$ cat src/rtl/mips_pkg.sv
// Shared encodings for the MIPS multi-cycle datapath: access sizes, stage states
// and the alignment rule used by the memory-access stage.
package mips_pkg;

    localparam int DEST_W_DEF = 6;

    localparam logic [1:0] SZ_BYTE = 2'b00;
    localparam logic [1:0] SZ_HALF = 2'b01;
    localparam logic [1:0] SZ_WORD = 2'b10;

    localparam logic [1:0] ST_IDLE     = 2'b00;
    localparam logic [1:0] ST_MEM_WAIT = 2'b01;
    localparam logic [1:0] ST_WB_HOLD  = 2'b10;

    // Size 2'b11 falls into the word rule.
    function automatic logic is_misaligned(input logic [1:0] size, input logic [1:0] addr_lo);
        logic mis;
        case (size)
            SZ_BYTE: mis = 1'b0;
            SZ_HALF: mis = addr_lo[0];
            default: mis = (addr_lo != 2'b00);
        endcase
        return mis;
    endfunction

endpackage

$ cat src/rtl/mem_lane_align.sv
// Byte-lane steering for the data bus: store enables/replicated data and
// load lane extraction with sign or zero extension (little-endian lanes).
module mem_lane_align
    import mips_pkg::*;
(
    input  logic [1:0]  i_size,
    input  logic [1:0]  i_addr_lo,
    input  logic        i_unsigned,
    input  logic [31:0] i_store_data,
    input  logic [31:0] i_rdata,
    output logic [3:0]  o_be,
    output logic [31:0] o_wdata,
    output logic [31:0] o_load_value
);

    logic [7:0]  w_byte;
    logic [15:0] w_half;
    logic        w_sign;

    // Store enables and lane-replicated write data.
    always_comb begin
        o_be    = 4'b1111;
        o_wdata = i_store_data;
        case (i_size)
            SZ_BYTE: begin
                o_be    = 4'b0001 << i_addr_lo;
                o_wdata = {4{i_store_data[7:0]}};
            end
            SZ_HALF: begin
                o_be    = 4'b0011 << i_addr_lo;
                o_wdata = {2{i_store_data[15:0]}};
            end
            default: begin
                o_be    = 4'b1111;
                o_wdata = i_store_data;
            end
        endcase
    end

    // Load lane extraction and extension.
    always_comb begin
        w_byte       = i_rdata[{i_addr_lo, 3'b000} +: 8];
        w_half       = i_rdata[{i_addr_lo[1], 4'b0000} +: 16];
        w_sign       = 1'b0;
        o_load_value = i_rdata;
        case (i_size)
            SZ_BYTE: begin
                w_sign       = ~i_unsigned & w_byte[7];
                o_load_value = {{24{w_sign}}, w_byte};
            end
            SZ_HALF: begin
                w_sign       = ~i_unsigned & w_half[15];
                o_load_value = {{16{w_sign}}, w_half};
            end
            default: begin
                w_sign       = 1'b0;
                o_load_value = i_rdata;
            end
        endcase
    end

endmodule

$ cat src/rtl/memory_access.sv
// Memory-access stage: runs the data-memory load/store over a req/ack bus and
// hands {reg_write, address, value} to write-back through a valid/ready token.
module memory_access
    import mips_pkg::*;
#(
    parameter int DEST_W         = DEST_W_DEF,
    parameter int TIMEOUT_CYCLES = 16
) (
    input  logic              clock,
    input  logic              reset_n,
    input  logic              in_valid,
    output logic              in_ready,
    input  logic [31:0]       in_alu_result,
    input  logic [31:0]       in_store_data,
    input  logic [DEST_W-1:0] in_dest,
    input  logic              in_reg_write,
    input  logic              in_mem_read,
    input  logic              in_mem_write,
    input  logic [1:0]        in_size,
    input  logic              in_unsigned,
    output logic              mem_req,
    output logic              mem_we,
    output logic [31:0]       mem_addr,
    output logic [3:0]        mem_be,
    output logic [31:0]       mem_wdata,
    input  logic [31:0]       mem_rdata,
    input  logic              mem_ack,
    output logic              wb_valid,
    input  logic              wb_ready,
    output logic              wb_reg_write,
    output logic [DEST_W-1:0] wb_address,
    output logic [31:0]       wb_value,
    output logic              fault
);

    localparam int TCNT_W = (TIMEOUT_CYCLES > 1) ? $clog2(TIMEOUT_CYCLES) : 1;
    localparam logic [TCNT_W-1:0] TCNT_LAST = TCNT_W'(TIMEOUT_CYCLES - 1);

    logic [1:0]        r_state;
    logic [31:0]       r_alu;
    logic [1:0]        r_size;
    logic              r_unsigned;
    logic              r_mem_read;
    logic              r_reg_write;
    logic [TCNT_W-1:0] r_tcnt;
    logic              r_mem_req;
    logic              r_mem_we;
    logic [31:0]       r_mem_addr;
    logic [3:0]        r_mem_be;
    logic [31:0]       r_mem_wdata;
    logic              r_wb_valid;
    logic              r_wb_reg_write;
    logic [DEST_W-1:0] r_wb_address;
    logic [31:0]       r_wb_value;
    logic              r_fault;

    logic              w_idle;
    logic [1:0]        w_sel_size;
    logic [1:0]        w_sel_addr;
    logic [3:0]        w_be;
    logic [31:0]       w_wdata;
    logic [31:0]       w_load_value;
    logic              w_timeout;

    // In IDLE the aligner sees the incoming op (store lanes); afterwards the latched op (load lanes).
    assign w_idle     = (r_state == ST_IDLE);
    assign w_sel_size = w_idle ? in_size : r_size;
    assign w_sel_addr = w_idle ? in_alu_result[1:0] : r_alu[1:0];
    assign w_timeout  = (TIMEOUT_CYCLES != 0) && (r_tcnt == TCNT_LAST);

    mem_lane_align u_lane (
        .i_size       (w_sel_size),
        .i_addr_lo    (w_sel_addr),
        .i_unsigned   (r_unsigned),
        .i_store_data (in_store_data),
        .i_rdata      (mem_rdata),
        .o_be         (w_be),
        .o_wdata      (w_wdata),
        .o_load_value (w_load_value)
    );

    // Stage FSM, bus request, timeout counter and write-back token.
    always_ff @(posedge clock or negedge reset_n) begin
        if (!reset_n) begin
            r_state        <= ST_IDLE;
            r_alu          <= 32'h0;
            r_size         <= 2'b00;
            r_unsigned     <= 1'b0;
            r_mem_read     <= 1'b0;
            r_reg_write    <= 1'b0;
            r_tcnt         <= '0;
            r_mem_req      <= 1'b0;
            r_mem_we       <= 1'b0;
            r_mem_addr     <= 32'h0;
            r_mem_be       <= 4'b0000;
            r_mem_wdata    <= 32'h0;
            r_wb_valid     <= 1'b0;
            r_wb_reg_write <= 1'b0;
            r_wb_address   <= '0;
            r_wb_value     <= 32'h0;
            r_fault        <= 1'b0;
        end else begin
            r_fault <= 1'b0;
            case (r_state)
                ST_IDLE: begin
                    if (in_valid) begin
                        r_alu        <= in_alu_result;
                        r_size       <= in_size;
                        r_unsigned   <= in_unsigned;
                        r_mem_read   <= in_mem_read;
                        r_reg_write  <= in_reg_write && (in_dest != {DEST_W{1'b0}});
                        r_wb_address <= in_dest;
                        r_wb_value   <= in_alu_result;
                        if (!in_mem_read && !in_mem_write) begin
                            r_wb_valid     <= 1'b1;
                            r_wb_reg_write <= in_reg_write && (in_dest != {DEST_W{1'b0}});
                            r_state        <= ST_WB_HOLD;
                        end else if (is_misaligned(in_size, in_alu_result[1:0])) begin
                            r_wb_valid     <= 1'b1;
                            r_wb_reg_write <= 1'b0;
                            r_fault        <= 1'b1;
                            r_state        <= ST_WB_HOLD;
                        end else begin
                            r_mem_req   <= 1'b1;
                            r_mem_we    <= in_mem_write;
                            r_mem_addr  <= {in_alu_result[31:2], 2'b00};
                            r_mem_be    <= w_be;
                            r_mem_wdata <= w_wdata;
                            r_tcnt      <= '0;
                            r_state     <= ST_MEM_WAIT;
                        end
                    end
                end
                ST_MEM_WAIT: begin
                    if (mem_ack) begin
                        r_mem_req      <= 1'b0;
                        r_wb_valid     <= 1'b1;
                        r_wb_value     <= r_mem_read ? w_load_value : r_alu;
                        r_wb_reg_write <= r_reg_write;
                        r_state        <= ST_WB_HOLD;
                    end else if (w_timeout) begin
                        r_mem_req      <= 1'b0;
                        r_fault        <= 1'b1;
                        r_wb_valid     <= 1'b1;
                        r_wb_reg_write <= 1'b0;
                        r_state        <= ST_WB_HOLD;
                    end else begin
                        r_tcnt <= r_tcnt + TCNT_W'(1);
                    end
                end
                ST_WB_HOLD: begin
                    if (wb_ready) begin
                        r_wb_valid <= 1'b0;
                        r_state    <= ST_IDLE;
                    end
                end
                default: r_state <= ST_IDLE;
            endcase
        end
    end

    assign in_ready     = w_idle;
    assign mem_req      = r_mem_req;
    assign mem_we       = r_mem_we;
    assign mem_addr     = r_mem_addr;
    assign mem_be       = r_mem_be;
    assign mem_wdata    = r_mem_wdata;
    assign wb_valid     = r_wb_valid;
    assign wb_reg_write = r_wb_reg_write;
    assign wb_address   = r_wb_address;
    assign wb_value     = r_wb_value;
    assign fault        = r_fault;

endmodule

$ cat config.mk
export PLATFORM = sky130hd
export DESIGN_NAME = memory_access
export DESIGN_NICKNAME = d
export VERILOG_FILES = /design/src/rtl/mips_pkg.sv /design/src/rtl/mem_lane_align.sv /design/src/rtl/memory_access.sv
export SDC_FILE = /design/constraint.sdc
export NUM_CORES = 1
export LEC_CHECK = 0
export ABC_AREA = 1
export CAP_MARGIN = 20
export CORE_ASPECT_RATIO = 0.7
export CORE_MARGIN = 5
export CORE_UTILIZATION = 40
export DETAILED_ROUTE_END_ITERATION = 10
export PLACE_DENSITY = 0.69
export SLEW_MARGIN = 15
export SYNTH_ARGS = -nofsm -noshare
export SYNTH_HDL_FRONTEND = slang
export SYNTH_HIERARCHICAL = 1
export SYNTH_SLANG_ARGS = --single-unit
$ cat constraint.sdc
create_clock -name clock -period 2.1 [get_ports clock]
set_input_delay 0.42 -clock clock [delete_from_list [all_inputs] [get_ports clock]]
set_output_delay 0.42 -clock clock [all_outputs]
set_load 0.01 [all_outputs]
# After elaboration in Yosys (flattened, before gate mapping)
# Index checks and enable logic that the tools add are counted.
dict set report word_totals {
  reg_bits 152
  elab_cells 110
  out_inout_bits 112
}
dict set report classes {
  eq_ne 14
  n_bitwise 5
  n_mux 50
  add_sub_neg 1
  shifts 4
  reduce_logical 19
}
# operator n
set op_table {}
lappend op_table {{$pmux 32 s2} 3}
lappend op_table {{$mux 32} 3}
lappend op_table {{$shiftx 32x6->16} 1}
lappend op_table {{$shiftx 32x6->8} 1}
lappend op_table {{$mux 1} 23}
lappend op_table {{$mux 4} 5}
lappend op_table {{$mux 2} 8}
lappend op_table {{$pmux 4 s2} 2}
lappend op_table {{$ne 2x2->1 const B} 7}
lappend op_table {{$reduce_and 5->1} 2}
lappend op_table {{$pmux 1 s2} 4}
lappend op_table {{$reduce_and 4->1} 2}
lappend op_table {{$eq 2x1->1 const B} 3}
lappend op_table {{$logic_not 2->1} 3}
lappend op_table {{$pmux 2 s3} 1}
lappend op_table {{$reduce_and 3->1} 2}
lappend op_table {{$reduce_and 6->1} 1}
lappend op_table {{$reduce_bool 6->1} 1}
lappend op_table {{$add 4x1->4 const B} 1}
lappend op_table {{$eq 4x4->1 const B} 1}
lappend op_table {{$reduce_bool 2->1} 2}
lappend op_table {{$shl 1x2->4 const A} 1}
lappend op_table {{$shl 2x2->4 const A} 1}
lappend op_table {{$ne 3x1->1 const B} 1}
lappend op_table {{9 further kinds} 14}

# Depth between registers and ports, before layout
dict set report logic_depth {
  ltp_word 9
  ltp_mapped 13
}

# By module
# Netlist, hierarchy kept.
# module cells_each n_inst area_per_inst_um2
set by_module_without_submodules {}
lappend by_module_without_submodules {memory_access 764 1 6488.7}
lappend by_module_without_submodules {mem_lane_align 249 1 1207.4}

# Worst setup path before layout
# OpenSTA, ideal clock, no wires.
dict set report synth_path {
  path_type {register to register}
  start {register r_state[0]}
  end {register r_wb_value[0], in the netlist wb_value[0]}
  setup_ps 131
  arrival_ps 1827
  path_buffers 3
  stages_incl_launch_ff 14
  setup_slack_ps 142
  synth_period_minus_slack_ps 1958
  cell_sequence {dfrtp_1 nor2_4 nand2_1 o21ai_0 buf_6 inv_4 buf_6 nand2_2 nand2_4 buf_6 a21oi_2 nand2_1 o211ai_1 a31oi_1}
}
dict set report synth_between {
  elab_chain_cells 7
}
# item line
set synth_rtl {}
lappend synth_rtl {{start, declared} memory_access.sv:39} ;# logic [1:0] r_state;
lappend synth_rtl {{start signal, assigned} memory_access.sv:85} ;# r_state <= ST_IDLE;
lappend synth_rtl {{start signal, assigned} memory_access.sv:117} ;# r_state <= ST_WB_HOLD;
lappend synth_rtl {{start signal, assigned} memory_access.sv:122} ;# r_state <= ST_WB_HOLD;
lappend synth_rtl {{$logic_not 2->1 *} memory_access.sv:66} ;# assign w_idle = (r_state == ST_IDLE);
lappend synth_rtl {{via in_ready} memory_access.sv:12} ;# output logic in_ready,
lappend synth_rtl {{$mux 2 *} memory_access.sv:68} ;# assign w_sel_addr = w_idle ? in_alu_result[1:0] : r_alu[1:0];
lappend synth_rtl {{via w_sel_addr[1]} memory_access.sv:59} ;# logic [1:0] w_sel_addr;
lappend synth_rtl {{$shiftx 32x6->16 or $shiftx 32x6->8 (tied branches)} {mem_lane_align.sv:43, mem_lane_align.sv:42}}
lappend synth_rtl {{$pmux 32 s2 *} mem_lane_align.sv:46} ;# case (i_size)
lappend synth_rtl {{via w_load_value[0]} memory_access.sv:62} ;# logic [31:0] w_load_value;
lappend synth_rtl {{$mux 32 *} memory_access.sv:138} ;# r_wb_value <= r_mem_read ? w_load_value : r_alu;
lappend synth_rtl {{$mux 32 *} memory_access.sv:135} ;# if (mem_ack) begin
lappend synth_rtl {{$pmux 32 s2 *} memory_access.sv:104} ;# case (r_state)
lappend synth_rtl {{end signal, assigned} memory_access.sv:113} ;# r_wb_value <= in_alu_result;
lappend synth_rtl {{end signal, assigned} memory_access.sv:138}
lappend synth_rtl {{end, declared} memory_access.sv:54} ;# logic [31:0] r_wb_value;
# Mark *: on every way through the listed nets, which the timed path passes. The rest lies on a longest branch. The select of a mux whose other input is x is not followed.
# A chain may end at the register's enable or synchronous reset.

# Final worst setup path
dict set report layout_path {
  start {register r_state[1]}
  end {register r_wb_value[7], in the netlist wb_value[7]}
}
dict set report layout_between {
  elab_chain_cells 7
}
# item line
set layout_rtl {}
lappend layout_rtl {{$logic_not 2->1 *} memory_access.sv:66}
lappend layout_rtl {{$mux 2 *} memory_access.sv:68}
lappend layout_rtl {{via w_sel_addr[1]} memory_access.sv:59}
lappend layout_rtl {{$shiftx 32x6->16 or $shiftx 32x6->8 (tied branches)} {mem_lane_align.sv:43, mem_lane_align.sv:42}}
lappend layout_rtl {{$pmux 32 s2 *} mem_lane_align.sv:46}
lappend layout_rtl {{via w_load_value[7]} memory_access.sv:62}
lappend layout_rtl {{$mux 32 *} memory_access.sv:138}
lappend layout_rtl {{$mux 32 *} memory_access.sv:135}
lappend layout_rtl {{$pmux 32 s2 *} memory_access.sv:104}
# Marks and branches as above.

==> impl_metrics.toml <==
[clock_tree]
root_buffer = "sky130_fd_sc_hd__clkbuf_16"
numClockSinks = 152
clock_path_buffers = 2
worstSkewPairLatency_ps = 430
clock_tree_from_tritoncts = "built"
cts_max_level = 4
cts_buffers = 17
clkTransAtPathRegs_ps = 60

[synth]
cell_accounting_for_the_most_synthesized_area = "sky130_fd_sc_hd__dfrtp_1"
synth-seq-cells = 152
mean_instance_size_in_the_synthesized_netlist_sq_um = 7.60
synth_cell_types = 31
ys_warn_count = 6
synthCells = 1013
ys_seq_area_share_pct = 49.4
yosys.area.top_type_share_pct = 49.4
post_synth_main_area_contributors = "sky130_fd_sc_hd__dfrtp_1 (49%), sky130_fd_sc_hd__nand2_1 (18%), sky130_fd_sc_hd__o21ai_0 (6.4%), sky130_fd_sc_hd__nor2_1 (5.7%), sky130_fd_sc_hd__inv_1 (2.7%)"
synth.cell_area_sq_mm = 0.00770

[critical_path]
startpoint_type = "register"
crit_type = "reg2reg"
worst-endpoint-arrival_ps = 2280
crit_path_max_fanout = 15
crit_path_end_kind = "register"
cp_data_required_time_ps = 2400

[power]
cell_internal_pwr_mw = 9.74
p_seq_share_pct = 30.8
switching_share_pct = 40.6
cellPowerDensity_mw_per_mm2 = 1500
netSwitchingPower_mw = 6.67
power.share.combinational_pct = 51.8
share_clk_of_total_power_pct = 17.4
power_leakage_nw = 5.22
maximum_vdd_drop_v = 0.000660

[die]
die_h_um = 126
top_level_i_o_count = 225
area_enclosed_by_the_die_boundary_sq_mm = 0.0222
core_area_sq_mm = 0.0189
die_w_um = 176
rows = 42
initial_utilization_pct = 40.7

[placement]
place_congestion = 0.861
dpl_worst_slack_ps = -238
placement.io_buffers = 222
dp_hpwl_um = 18600

[timing]
layout_min_cycle_time_ps = 1980
setup_slack_ps = 121
timing_max_transition_violations_final = 0
grt_setup_unrepaired = "true"
hold_violations = 0
layout_worst_path_cycle_share_pct = 94.3
setup_clock_skew_after_layout_ps = 12.2
finalSetupViolCount = 0
achievable-frequency_mhz = 505

[routing]
drc = 0
first_pass_iters = 6
vias_per_cell = 5.07
routed-via-count = 7519
wl_um = 25500
drtIter0Drc = 764
avgRoutedWirePerCell_um = 17.2
antenna_left = 0

[final_layout]
register_cell_area_after_layout_sq_mm = 0.00381
final_net_count = 1343
n_antenna_cell = 0
multi_input_area_sq_mm = 0.00337
finish.utilization_pct = 57.9
drive_gt1_share_pct = 9.67
top_library_cells_by_usage_in_the_layout_fill_and_taps_aside = "sky130_fd_sc_hd__nand2_1 (370), sky130_fd_sc_hd__clkdlybuf4s50_1 (220), sky130_fd_sc_hd__dfrtp_1 (150)"
layout.filler_cells = 1736
layout_commonest_cell = "sky130_fd_sc_hd__nand2_1"
area.growth.synth_to_final_pct = 42.2

[global_routing]
wire_length_of_the_first_global_routing_pass_um = 39500
grt_start_max_net_pins = 53
first_global_vias = 7114
globalRouteTotalUtil_pct = 22.6
initial_antenna_violation_count = 2
grt.overflow.total = 0

[status]
run_status = "finished clean"

[job]
maxCapViolations = 0

[min_path]
min_path_type = "in2async"
==> cell usage after synthesis <==
cell type and instances:
sky130_fd_sc_hd__a21oi_1 19, sky130_fd_sc_hd__clkbuf_1 19, sky130_fd_sc_hd__nand2_1 372, sky130_fd_sc_hd__nand3_4 1, sky130_fd_sc_hd__buf_4 15, sky130_fd_sc_hd__buf_1 1
sky130_fd_sc_hd__nor2_2 4, sky130_fd_sc_hd__conb_1 1, sky130_fd_sc_hd__nor3_1 1, sky130_fd_sc_hd__nand2_4 2, sky130_fd_sc_hd__nor2_4 1, sky130_fd_sc_hd__o21ai_4 1
sky130_fd_sc_hd__o21ai_2 1, sky130_fd_sc_hd__inv_2 5, sky130_fd_sc_hd__o21ai_1 10, sky130_fd_sc_hd__nand3_2 2, sky130_fd_sc_hd__nor2_1 117, sky130_fd_sc_hd__buf_6 3
sky130_fd_sc_hd__nand2_2 4, sky130_fd_sc_hd__dfrtp_1 152, sky130_fd_sc_hd__o31ai_1 1, sky130_fd_sc_hd__o21ai_0 99, sky130_fd_sc_hd__ha_1 1, sky130_fd_sc_hd__nand3_1 28
sky130_fd_sc_hd__buf_2 31, sky130_fd_sc_hd__mux2_2 7, sky130_fd_sc_hd__a21oi_2 10, sky130_fd_sc_hd__a31oi_1 32, sky130_fd_sc_hd__inv_4 2, sky130_fd_sc_hd__o211ai_1 16
sky130_fd_sc_hd__inv_1 55
==> area by class of cell <==
type | instances | share of cell area, %
flip-flops and latches | 152 | 34.8
inverters | 62 | 2.17
clock buffers | 22 | 4.33
repair buffers | 264 | 24.5
multi-input cells | 732 | 30.8
well taps | 242 | 2.77
clock inverters | 9 | 0.629
==> metal layers <==
layer / up-vias / track usage [%] / share of wire [%]
met5: - / 0 / 0.098
met4: 4 / 6.32 / 1.7
li1: 3665 / - / -
met3: 37 / 6.83 / 9.3
met2: 328 / 32.3 / 43
met1: 3485 / 33.1 / 46
==> critical path, cell delays in order (launching register included) <==
cell,delay (ps)
sky130_fd_sc_hd__dfrtp_2,440
sky130_fd_sc_hd__nor2_4,190
sky130_fd_sc_hd__nand2_1,70
sky130_fd_sc_hd__o21ai_1,80
sky130_fd_sc_hd__buf_4,170
sky130_fd_sc_hd__inv_4,70
sky130_fd_sc_hd__nand2_2,100
sky130_fd_sc_hd__nand2_8,120
sky130_fd_sc_hd__a21oi_1,170
sky130_fd_sc_hd__nand2_1,130
sky130_fd_sc_hd__o21ai_1,190
sky130_fd_sc_hd__a31oi_1,100
==> cells by family (layout without fill, tap and decap cells) <==
group	count (synthesis)	in the layout	synth area share [%]
AO/OA/AOI/OAI	189	189	14.0
AND/OR/NAND/NOR	532	533	27.3
buffers and inverters	131	357	7.98
other	1	2	0.0487
flip-flops	152	152	49.4
multiplexers	7	7	1.02
adder cells (fa/ha/maj)	1	1	0.163
==> flip-flops by register name (all words and copies together), names as in the netlist <==
register / flops
mem_wdata: 32
r_alu: 32
wb_value: 32
mem_addr: 30
wb_address: 6
mem_be: 4
r_tcnt: 4
r_size: 2
r_state: 2
fault: 1
mem_req: 1
mem_we: 1
r_mem_read: 1
r_reg_write: 1
r_unsigned: 1
wb_reg_write: 1
wb_valid: 1
==> power groups by stage <==
stage	logic [mW]	registers, mW	clock network [mW]
after floorplan	3.88	5.43	0
after global placement	8.08	5.06	0
after detailed placement	8.16	5.07	0
after CTS	8.24	5.05	2.91
after global routing	9.27	5.22	3.05
final	8.50	5.06	2.85
==> metrics by stage <==
stage               hold slack, ps  area (sq um)  cells  total power [mW]  TNS [ps]
CTS                            479         10800   1481              16.2         0
detailed placement             359         10300   1448              13.2     -5510
global route                   504         10900   1483              17.5     -31.0
finish                         477         10900   1483              16.4         0
floorplan                      124          7700   1014              9.31         0
global placement               363         10300   1448              13.1     -4200
==> final timing paths <==
path | start | endpoint | slack, ps | cells past startpoint
setup / recovery | r_state[1] | wb_value[7] | 120 | 11
hold / removal | reset_n | mem_addr[7] | 480 | 2
setup reg to reg | r_state[1] | wb_value[7] | 120 | 11
hold reg to reg | mem_req | mem_req | 480 | 2
max in group asynchronous | reset_n | r_alu[17] | 980 | 3
min in group clock | mem_req | mem_req | 480 | 2
==> repair_timing <==
action	in CTS	in global routing
gates cloned	0	1
hold buffers	1	0
endpoints found under the setup margin	5	34
pin swaps	1	7
endpoints found under the hold margin	34	0
setup buffers	1	2
resized for setup	5	31
Note: power is estimated with default switching activity, not from simulation.
==> patch (same flow settings) <==
Put one more register stage on the output `fault`. The value now appears one clock later. The other outputs are not delayed to match.
--- a/src/rtl/memory_access.sv
+++ b/src/rtl/memory_access.sv
@@ -169,7 +169,9 @@
     assign wb_reg_write = r_wb_reg_write;
     assign wb_address   = r_wb_address;
     assign wb_value     = r_wb_value;
-    assign fault        = r_fault;
+    always_ff @(posedge clock) begin
+        fault <= r_fault;
+    end
 
 endmodule
 
Check against the original RTL: not equivalent (Yosys sat finds a counterexample within 4 cycles, from zero or initial values and one cycle with reset_n low).
==> patch against the unedited design <==
Via count grew 0.82%. Critical path depth is the same. Global-route usage grew 0.14 points. Synthesized cell count is essentially flat. Hold slack lost 130 ps. Clock power grew 18%. Final area grew 1.3%. Sequential power grew 1%. Sequential cell count grew 1. Total power grew 3.8%. Count of clock-buffer cells in the layout is the same. Wire length grew 0.32%. Setup slack lost 61 ps. Area after synthesis grew 0.26%.
==> patch: results (changes against the unedited design) <==
Setup path
  – R2R depth: 11 (unchanged)
  – CP delay by family, top: simple AND/OR/NAND/NOR gates
  – CP max FO: 16 (+1)
  – CP max-delay cell: dfrtp_2
  – CP Data Arrival Time: 2370 ps (+90 ps)
  – Crit path largest cell delay: 460 ps (+20 ps)

Clocking
  – H-tree Lvls: 4 (unchanged)
  – Clk slew on worst S/H paths: 60 ps (about the same)
  – Clk buf depth: 2 (unchanged)
  – Worst-skew pair later-pin latency: 420 ps
  – CTS Buf Count: 17 (unchanged)

Routing
  – Vias per cell: 5.085 (+0.28%)
  – DR iter-0 viols: 640 (-16%)
  – DRT Pass-1 Iters: 6 (unchanged)
  – Post-Route WL: 25,620 um (+0.32%)

Global routing
  – Total gr overflow: 0 (unchanged)
  – First-pass GRT wire length: 39,950 um (+1.0%)
  – Met2 usage: 33.48% (+1.2 points)
  – Met3 Use GR: 7.340% (+0.51 points)
  – Initial antenna violation count: 3 (+1)
  – Met1 usage: 32.55% (-0.57 points)
  – GRT Total Usage: 22.70% (+0.14 points)
  – Vias in the first global route: 7,209 (+1.3%)
  – Largest net degree at the start of global routing: 52 (-1.9%)

Synth
  – Synth warn: 6 (unchanged)
  – Async SR Flop Fraction: 99.35% (-0.65 points)
  – Synth area leaders: dfrtp_1 (49%), nand2_1 (18%), o21ai_0 (6.4%), nor2_1 (5.7%), inv_1 (2.7%)
  – Sequential share of the synthesized area: 49.55% (+0.13 points)
  – Post-synthesis cell type count: 32 (+3.2%)
  – Top cells by count, synth: nand2_1 (372), dfrtp_1 (152), nor2_1 (117)

Placed design
  – Gpl congestion: 0.9272 (+7.7%)
  – IO buf count: 222 (unchanged)
  – Post-DP HPWL: 19,040 um (+2.5%)

Power
  – Switch Pwr: 6.636 mW (-0.45%)
  – Max VDD drop: 0.6390 mV (-3.1%)
  – LEAKAGE: 5.313 nW (+1.7%)

Min path
  – Hold Crit Class: register to register
  – Worst Hold Depth: 0

Finish
  – Nets: 1,351 (+0.60%)
  – Fillers: 1,729 (-0.40%)
  – Share of layout cells above drive strength 1: 10.01% (+0.34 points)
  – Antenna fix cells: 0 (unchanged)

STA
  – Worst Skew: 7.993 ps (-4.178 ps)
  – Setup violations, final: 0 (unchanged)

Outcome
  – Status: finished clean
## patch: final cells by class
| cell class | instances | share of cell area (%) |
|---|---|---|
| Inverter | 62 | 2.166 |
| Clock inverter | 9 | 1.466 |
| Multi-Input combinational cell | 731 | 30.06 |
| Clock buffer | 22 | 4.365 |
| Sequential cell | 153 | 34.50 |
| Tap cell | 242 | 2.730 |
| Timing Repair Buffer | 272 | 24.72 |
## patch: power groups by stage
stage	Clock, mW	Sequential, mW	Combinational [mW]
after global routing	3.55	5.28	9.33
after CTS	3.43	5.10	8.46
after floorplan	0	5.46	3.88
after global placement	0	5.09	8.32
after detailed placement	0	5.12	8.42
final	3.37	5.12	8.55
## patch: layer usage
layer / part of all wire [%] / routed length, um
met1: 46 / 11720
met2: 44 / 11360
met3: 8.4 / 2143
met4: 1.4 / 356
met5: 0.15 / 39
## patch: metrics by stage
step                cell area, um^2  total power, mW  instances  hold slack (ps)  setup WS [ps]
detailed placement            10390            13.54       1458            334.0         -238.5
floorplan                      7720            9.333       1015            124.4          141.9
finish                        11090            17.04       1491            349.4          59.34
CTS                           11040            16.99       1490            348.1          2.749
global route                  11090            18.16       1491            367.7         -28.76
global placement              10390            13.41       1458            334.0         -161.1
## patch: cells by family after synthesis
logic type | share of synthesized area, %
AOI/OAI and AO/OA | 14.01
DFF | 49.55
buffers and inverters | 7.962
muxes | 1.022
other | 0.04860
adders and majority gates | 0.1621
and+or+nand+nor | 27.24
## patch: final timing paths
check / slack (ps) / to / startpoint
worst max-delay path: 60 / wb_value[24] / r_state[1]
worst min-delay path: 350 / fault / r_fault
worst max register to register: 60 / wb_value[24] / r_state[1]
worst min register to register: 350 / fault / r_fault
max in group asynchronous: 890 / r_alu[18] / reset_n
min in group asynchronous: 510 / mem_addr[5] / reset_n
## patch: what timing repair did
item / 4_1_cts / 5_1_grt
hold endpoints to repair: 44 / 0
buffers inserted: 0 / 1
hold buffers: 1 / 0
gates resized for setup: 2 / 17
endpoints found under the setup margin: 1 / 31
cloned: 0 / 0
pin swaps: 0 / 3
